**config.mk**
```make
export PLATFORM = sky130hd
export DESIGN_NAME = uart_tx_unit
export DESIGN_NICKNAME = d
export VERILOG_FILES = /design/src/rtl/uart_tx_unit.sv
export SDC_FILE = /design/constraint.sdc
export NUM_CORES = 1
export LEC_CHECK = 0
export CAP_MARGIN = 40
export CORE_ASPECT_RATIO = 0.9
export CORE_UTILIZATION = 45
export CTS_CLUSTER_SIZE = 20
export DETAILED_ROUTE_END_ITERATION = 7
export MAX_ROUTING_LAYER = met4
export PLACE_DENSITY = 0.65
export SYNTH_ARGS = -nofsm -noshare
export SYNTH_HDL_FRONTEND = slang
export SYNTH_SLANG_ARGS = --single-unit
```
**constraint.sdc**
```tcl
create_clock -name clk -period 2.1 [get_ports clk]
set_clock_uncertainty 0.05 [all_clocks]
set_input_delay 0.525 -clock clk [delete_from_list [all_inputs] [get_ports clk]]
set_output_delay 0.525 -clock clk [all_outputs]
set_load 0.02 [all_outputs]
```
**src/rtl/uart_tx_unit.sv**
```systemverilog
// ---------------------------------------------------------------------------------------------
// uart_tx_unit
//
// UART transmitter. Serialises one parallel word per request into an asynchronous frame on an
// idle-high line, LSB first: one start bit (low), DATA_BITS data bits, an optional parity bit,
// then STOP_BITS stop bits (high). Every bit is held for CLKS_PER_BIT clock cycles, timed by a
// free-running baud counter that restarts at each bit boundary.
//
// Ports
//   clk         in   1          system clock, rising edge
//   reset       in   1          asynchronous, active-low reset
//   TX_start    in   1          transmit request, only looked at while idle
//   Data_in     in   DATA_BITS  word to send, captured on the accepting edge
//   Serial_out  out  1          serial line, idle high
//   TX_busy     out  1          high from the accepting edge until the frame completes
//   TX_done     out  1          one-cycle pulse once the last stop bit has completed
//
// All outputs come straight from flops. A reset mid-frame aborts the frame: the line returns
// high at once and no TX_done is produced.
// ---------------------------------------------------------------------------------------------
module uart_tx_unit #(
    parameter int unsigned CLKS_PER_BIT = 208,   // clk cycles per serial bit, >= 2
    parameter int unsigned DATA_BITS    = 8,     // payload bits per frame
    parameter bit          PARITY_EN    = 1'b0,  // insert a parity bit after the data bits
    parameter bit          PARITY_ODD   = 1'b0,  // 0 = even parity, 1 = odd parity
    parameter int unsigned STOP_BITS    = 1      // 1 or 2
) (
    input  logic                 clk,
    input  logic                 reset,
    input  logic                 TX_start,
    input  logic [DATA_BITS-1:0] Data_in,
    output logic                 Serial_out,
    output logic                 TX_busy,
    output logic                 TX_done
);

    localparam int unsigned BaudW = $clog2(CLKS_PER_BIT);
    localparam int unsigned BitW  = $clog2(DATA_BITS + 1);

    localparam logic [BaudW-1:0] BaudLast = BaudW'(CLKS_PER_BIT - 1);
    localparam logic [BitW-1:0]  DataLast = BitW'(DATA_BITS - 1);
    localparam logic [BitW-1:0]  StopLast = BitW'(STOP_BITS - 1);

    typedef enum logic [2:0] {
        StIdle,
        StStart,
        StData,
        StParity,
        StStop
    } state_e;

    state_e               state_q;
    logic [BaudW-1:0]     baud_q;
    logic [BitW-1:0]      bit_q;     // data bit index in StData, stop bit index in StStop
    logic [DATA_BITS-1:0] shift_q;
    logic                 parity_q;
    logic                 serial_q;
    logic                 busy_q;
    logic                 done_q;

    logic                 bit_end;
    logic [DATA_BITS-1:0] shift_nxt;

    // Last cycle of the current serial bit.
    assign bit_end   = (baud_q == BaudLast);
    assign shift_nxt = shift_q >> 1;

    always_ff @(posedge clk or negedge reset) begin
        if (!reset) begin
            state_q  <= StIdle;
            baud_q   <= '0;
            bit_q    <= '0;
            shift_q  <= '0;
            parity_q <= 1'b0;
            serial_q <= 1'b1;
            busy_q   <= 1'b0;
            done_q   <= 1'b0;
        end else begin
            // TX_done is a single-cycle pulse; only the final stop edge raises it.
            done_q <= 1'b0;

            case (state_q)
                StIdle: begin
                    serial_q <= 1'b1;
                    if (TX_start) begin
                        shift_q  <= Data_in;
                        // Parity is taken from the word as latched, before shifting destroys it.
                        parity_q <= (^Data_in) ^ PARITY_ODD;
                        state_q  <= StStart;
                        serial_q <= 1'b0;
                        busy_q   <= 1'b1;
                        baud_q   <= '0;
                        bit_q    <= '0;
                    end
                end

                StStart: begin
                    if (bit_end) begin
                        baud_q   <= '0;
                        bit_q    <= '0;
                        state_q  <= StData;
                        serial_q <= shift_q[0];
                    end else begin
                        baud_q <= baud_q + 1'b1;
                    end
                end

                StData: begin
                    if (bit_end) begin
                        baud_q <= '0;
                        if (bit_q == DataLast) begin
                            bit_q <= '0;
                            if (PARITY_EN) begin
                                state_q  <= StParity;
                                serial_q <= parity_q;
                            end else begin
                                state_q  <= StStop;
                                serial_q <= 1'b1;
                            end
                        end else begin
                            bit_q    <= bit_q + 1'b1;
                            shift_q  <= shift_nxt;
                            serial_q <= shift_nxt[0];
                        end
                    end else begin
                        baud_q <= baud_q + 1'b1;
                    end
                end

                StParity: begin
                    if (bit_end) begin
                        baud_q   <= '0;
                        bit_q    <= '0;
                        state_q  <= StStop;
                        serial_q <= 1'b1;
                    end else begin
                        baud_q <= baud_q + 1'b1;
                    end
                end

                StStop: begin
                    serial_q <= 1'b1;
                    if (bit_end) begin
                        baud_q <= '0;
                        if (bit_q == StopLast) begin
                            bit_q   <= '0;
                            state_q <= StIdle;
                            busy_q  <= 1'b0;
                            done_q  <= 1'b1;
                        end else begin
                            bit_q <= bit_q + 1'b1;
                        end
                    end else begin
                        baud_q <= baud_q + 1'b1;
                    end
                end

                default: begin
                    state_q  <= StIdle;
                    serial_q <= 1'b1;
                    busy_q   <= 1'b0;
                    baud_q   <= '0;
                    bit_q    <= '0;
                end
            endcase
        end
    end

    assign Serial_out = serial_q;
    assign TX_busy    = busy_q;
    assign TX_done    = done_q;

endmodule

```
==> metrics, run 1 <==
number of maximum-capacitance constraint violations 0; switching power 364.5 uW; post-layout total power approximately 1.3 mW; Port-buffer cells 13; EDFF count, synth 0; number of hold-slack violations in the final timing report 0; final antenna diode count 0; startpoint type of the worst setup path register; leading register cell type out of synthesis dfrtp_1; number of gates on the worst path with buffers counted 1; CP top delay family buffers and inverters; sw frac 28.77%; Placed Cells incl. Taps 190; Synth Warn # 0; Leak 0.7211 nW; filler cell count in the final layout 292; share of power burned in the clock network 20.3%; critical path, cell by cell clkdlybuf4s50_1; DR iter-0 viols 27; path class of the lowest-slack min-delay path register to register; gr ovfl total 0; Layout area overhead 20.58%; post-route clock period utilization 97.51%; Achievable Freq 488.4 MHz; Post-Synthesis Cells about 130; hold slack final 470.6 ps; worst-case headroom to the max-slew limit 71.04%; critical setup path kind register to primary output; wire length after detailed routing 2652 um; number of sinks driven by the clock tree 26; commonest cells after routing, fill and taps aside dfrtp_1 (25), mux2_2 (13), clkdlybuf4s50_1 (13); Max VDD drop about 0.00034 V; num rows 19; depth of the CTS H-tree 1; area of the die 3405 sq um; Pre-antenna DRT Iters 4; gp weighted congestion 0.7615; power per cell area 735.5 nW/um^2; Synth Cell Area ~1400 sq um; element type at the critical path end primary output; Layout Cells excl Fill 196; start point of the critical path Serial_out$_DFFE_PN1P_; Distinct cells, synth 44; slew at the pin closest to its max-slew limit 433.4 ps; final setup violating endpoints 0; sequential power share 55.5%; initial core utilization 46.96%; Die Y ~55 um; library cell contributing the largest single delay on the critical path clkdlybuf4s50_1; CP bufs+invs 1; clock buffers created by TritonCTS 3; Floorplan Core Area 3043 sq um; number of pins with negative max-slew slack in the final report 0; post-CTS clock slew at the launch and capture registers of the worst setup and hold paths around 140 ps; relative contribution of combinational cells to total power 24.3%; Die X-Extent 61.40 um; quantity of hold-fixing buffers added after cts 0; maximum number of pins on one net before global-route repair 27; wire length per cell after detailed routing roughly 14 um; reg-to-reg startpoint bit_q[1]$_DFFE_PN0P_; vias in the first global route 1049; via count normalized by instance count 5.342; total track usage a little under a fifth; path depth of the worst reg2reg path 6; fraction of the yosys area taken by sequential cells 45.62%; clock tree from TritonCTS yes; HPWL Detailed 1978 um; share of synthesized registers carrying an async set or reset 100.0%; number of buffers on the longest clock path 2; number of ports placed on the die boundary 14; remaining antenna violation count after routing 0; delay of the slowest critical-path stage roughly 600 ps; endpoint of the worst-slack reg-to-reg timing path state_q[2]$_DFFE_PN0P_; clock insertion delay at the later pin of the skew report between 300 and 400 ps; CTS Root Buffer Type clkbuf_4; register-to-register path setup slack 80 ps; DRC violations left 0; total of flip-flops plus latches after synthesis 26; Arrival @ worst endpoint roughly 1500 ps; result of the run complete, no violations; total number of nets in the final design 169; Internal Dissipation 902.7 uW; post-layout minimum cycle time 2048 ps; Required @ worst endpoint 1520 ps; Net Count, Synth between 100 and 150; Critical path destination Serial_out; most common cell after layout, fill and taps aside dfrtp_1; Synth Area per Inst roughly 11 sq um; vias post-DR 1047; antenna violations before repair 0; critical path fanouts, max 2; share of layout cells above drive strength 1 26.62%; global-route wire length before repair 4595 um
==> per-layer routing <==
layer  routed length (um)  vias up  global-route usage (%)
li1                     -      518                       -
met5                    0        -                       -
met1                 1350      510                   26.41
met3                  106        2                   5.621
met4                   14        0                   2.857
met2                 1180       17                   27.17
==> how the worst min path moves through the flow <==
stage / startpoint / endpoint / slack (ps) / depth (start not counted)
2_1_floorplan: reset / TX_busy$_DFFE_PN0P_ / 180 / 0
3_3_place_gp: shift_q[3]$_DFFE_PN0P_ / shift_q[3]$_DFFE_PN0P_ / 440 / 1
3_5_place_dp: shift_q[5]$_DFFE_PN0P_ / shift_q[5]$_DFFE_PN0P_ / 440 / 1
4_1_cts: shift_q[5]$_DFFE_PN0P_ / shift_q[5]$_DFFE_PN0P_ / 470 / 1
5_1_grt: shift_q[3]$_DFFE_PN0P_ / shift_q[3]$_DFFE_PN0P_ / 500 / 1
6_report: shift_q[5]$_DFFE_PN0P_ / shift_q[5]$_DFFE_PN0P_ / 470 / 1
==> power by group through the flow <==
stage | clock network [mW] | logic [mW] | registers [mW]
2_1_floorplan | 0 | 0.211 | 0.698
3_5_place_dp | 0 | 0.311 | 0.714
5_1_grt | 0.290 | 0.344 | 0.721
6_report | 0.257 | 0.308 | 0.703
4_1_cts | 0.265 | 0.313 | 0.704
3_3_place_gp | 0 | 0.301 | 0.708
==> area by class of cell <==
| class | count | area (sq um) | share of cell area (%) |
|---|---|---|---|
| multi-input cells | 94 | 726.9 | 42.19 |
| flip-flops and latches | 26 | 651.9 | 37.84 |
| repair buffers | 26 | 240.2 | 13.94 |
| well taps | 42 | 52.55 | 3.050 |
| clock buffers | 4 | 36.28 | 2.106 |
| inverters | 4 | 15.01 | 0.8715 |
==> registers in the layout, summed over array words and instances (netlist names) <==
register and flops:
Serial_out 1, shift_q 8, bit_q 4, TX_done 1
TX_busy 1, baud_q 8, state_q 3
==> through the flow <==
step	cell area, sq um	TNS, ps	util, %	worst slack, ps
floorplan	1429	0	-	153.8
global placement	1672	-267.9	54.93	-33.09
detailed placement	1672	-260.0	54.93	-50.17
CTS	1708	0	56.13	19.85
global route	1723	-2.066	56.62	-2.066
finish	1723	0	56.62	52.33
==> repair_timing <==
| item | in CTS | in global routing |
|---|---|---|
| resized for setup | 0 | 1 |
| setup buffers | 0 | 2 |
| setup endpoints to repair | 0 | 1 |
==> kinds of logic after synthesis <==
group	share of synthesized area [%]
simple gates	17.51
xor+xnor	4.903
buf+inv	3.503
flops	45.62
compound gates	12.70
mux	13.13
fa+ha+maj	2.627
==> cells in the mapped netlist (2+ instances only) <==
master	count	area, sq um
a21oi_1	4	20.02
nor2b_1	5	31.28
clkbuf_1	2	7.510
o21ai_0	5	25.02
nand4_1	3	18.77
dfrtp_1	25	625.6
nor2_1	10	37.54
nand2_1	7	26.28
mux2i_1	3	30.03
nor3b_1	2	15.01
o2111ai_1	2	17.52
mux2_2	13	146.4
ha_1	3	37.54
xor2_1	4	35.03
a22o_1	2	17.52
xnor2_1	4	35.03
buf_2	4	20.02
nand3b_1	2	15.01
a31oi_1	2	12.51
inv_1	4	15.01
and3_1	2	12.51
Note: power is estimated with default switching activity, not from simulation.
==> run 2, diff against run 1 <==
Settings changed: ABC_CLOCK_PERIOD_IN_PS set to 2100, CORE_UTILIZATION 45 to 40, PLACE_DENSITY 0.65 to not set, SLEW_MARGIN set to 20.
==> run 2 against run 1 <==
Largest cell class unchanged. First-iteration DRC count rose to 2.9 times the previous value. Routed wire length up 5.8%. Sequential share of layout area down 0.57 points. Fmax up 0.69%. Design area up 1.5%. Via count up 1.6%. Flip-flop and latch count unchanged. Worst hold slack worse by 6.2 ps. Critical endpoint is now state_q[2]$_DFFE_PN0P_. Critical path depth up 5. Sequential power about the same. Final cell count up 2.0%.
==> metrics, run 2 (same netlist as run 1, synthesis figures left out) <==
result of the run complete, no violations; final setup violating endpoints 0; final antenna diode count 0; element type at the critical path end register; antenna violations before repair 0; clock buffers created by TritonCTS 3; number of sinks driven by the clock tree 26; DRC violations left 0; Die X-Extent 65 um; Arrival @ worst endpoint 2150 ps; num rows 20; critical path, cell by cell inv_1 > ha_1 > or3b_4 > a32o_2 > a211oi_2 > mux2_1; total negative setup slack 0 ps; HPWL Detailed 2059 um; number of hold-slack violations in the final timing report 0; CP top delay family compound AO/OA/AOI/OAI gates; Pre-antenna DRT Iters 4; quantity of hold-fixing buffers added after cts 0; path class of the lowest-slack min-delay path register to register; vias in the first global route 1056; vias post-DR approximately 1100; wire length per cell after detailed routing roughly 14 um; depth of the CTS H-tree 1; number of buffers on the longest clock path 2; HP Start shift_q[6]$_DFFE_PN0P_; Die Y around 60 um; number of maximum-capacitance constraint violations 0; CP bufs+invs 1; total track usage roughly 17%; clock insertion delay at the later pin of the skew report 270 ps; path depth of the worst reg2reg path 6; post-layout minimum cycle time between 2000 and 2500 ps; remaining antenna violation count after routing 0; area of the die 3816 sq um; maximum number of pins on one net before global-route repair 27; startpoint type of the worst setup path register; share of layout cells above drive strength 1 26.28%; via count normalized by instance count 5.320; DR iter-0 viols 77; Max VDD drop 0.0002804 V; number of pins with negative max-slew slack in the final report 0; filler cell count in the final layout 324; CTS Root Buffer Type clkbuf_8; worst hold path cell count 1; most common cell after layout, fill and taps aside dfrtp_1; gp weighted congestion 0.8345; delay of the slowest critical-path stage 390 ps; post-CTS clock slew at the launch and capture registers of the worst setup and hold paths 90 ps; Setup WS post-layout ~66 ps; clock tree from TritonCTS yes; library cell contributing the largest single delay on the critical path dfrtp_1; Port-buffer cells 13; Achievable Freq a little under 500 MHz; number of resized instances in the post-cts repair step 0; endpoint of the worst hold path shift_q[6]$_DFFE_PN0P_; initial core utilization 41.99%; Layout area overhead 22.42%; critical setup path kind register to register; Required @ worst endpoint 2210 ps; wire length after detailed routing 2806 um; register-to-register path setup slack 70 ps; total number of nets in the final design around 170; post-route clock period utilization 96.84%; global-route wire length before repair 4871 um; gr ovfl total 0; power per cell area 745.1 nW/um^2; worst-case headroom to the max-slew limit slightly above 70%; slew at the pin closest to its max-slew limit 436.6 ps; commonest cells after routing, fill and taps aside dfrtp_1 (25), buf_4 (14), mux2_2 (13), clkdlybuf4s50_1 (13), nor2_1 (10); critical path fanouts, max 4; endpoint of the worst-slack reg-to-reg timing path state_q[2]$_DFFE_PN0P_; number of ports placed on the die boundary 14; largest registers baud_q: 8 flops, shift_q: 8 flops, bit_q: 4 flops; reg-to-reg startpoint bit_q[0]$_DFFE_PN0P_; Floorplan Core Area approximately 3400 sq um; Leak 0.7333 nW; setup slack after placement -84.35 ps
-- run 2: how the worst max path moves through the flow --
stage / depth (start not counted) / slack [ps] / endpoint / start
after floorplan: 6 / 150 / state_q[2]$_DFFE_PN0P_ / bit_q[0]$_DFFE_PN0P_
after global placement: 6 / -70 / baud_q[6]$_DFFE_PN0N_ / TX_start
after detailed placement: 6 / -80 / baud_q[6]$_DFFE_PN0N_ / TX_start
after CTS: 6 / 10 / state_q[2]$_DFFE_PN0P_ / bit_q[0]$_DFFE_PN0P_
after global routing: 6 / -9 / state_q[2]$_DFFE_PN0P_ / bit_q[0]$_DFFE_PN0P_
final: 6 / 70 / state_q[2]$_DFFE_PN0P_ / bit_q[0]$_DFFE_PN0P_
-- run 2: layout make-up --
type | instances | area, sq um | share of cell area [%]
Tap cell | 44 | 55.05 | 3.147
Timing Repair Buffer | 28 | 255.2 | 14.59
Sequential cell | 26 | 651.9 | 37.27
Inverter | 4 | 15.01 | 0.8584
Multi-Input combinational cell | 94 | 726.9 | 41.56
Clock buffer | 4 | 45.04 | 2.575
-- run 2: per-layer routing --
| layer | routed length [um] | part of all wire, % | global-route usage (%) |
|---|---|---|---|
| met5 | 0 | 0 | - |
| met4 | 23 | 0.82 | 3.810 |
| met3 | 115 | 4.1 | 4.845 |
| met2 | 1348 | 48 | 27.38 |
| met1 | 1319 | 47 | 22.30 |
-- run 2: where the power goes --
part / switching (mW) / internal, mW / total [mW] / leakage, nW
clock: 0.157 / 0.136 / 0.293 / 0.0228
combinational: 0.126 / 0.179 / 0.305 / 0.386
sequential: 0.0869 / 0.619 / 0.706 / 0.324
-- run 2: what timing repair did --
| item | CTS | global route |
|---|---|---|
| setup endpoints to repair | 0 | 1 |
| endpoints found under the hold margin | 0 | 0 |
| setup buffers | 0 | 2 |
-- run 2: per-stage QoR --
step | utilization (%) | cell area (sq um) | total power [mW] | hold WS, ps | cells
floorplan | - | 1429 | 0.9090 | 179.4 | 131
global placement | 49.63 | 1689 | 1.010 | 434.5 | 194
detailed placement | 49.63 | 1689 | 1.026 | 444.3 | 194
CTS | 50.96 | 1734 | 1.325 | 470.2 | 198
global route | 51.40 | 1749 | 1.393 | 480.5 | 200
finish | 51.40 | 1749 | 1.303 | 464.4 | 200
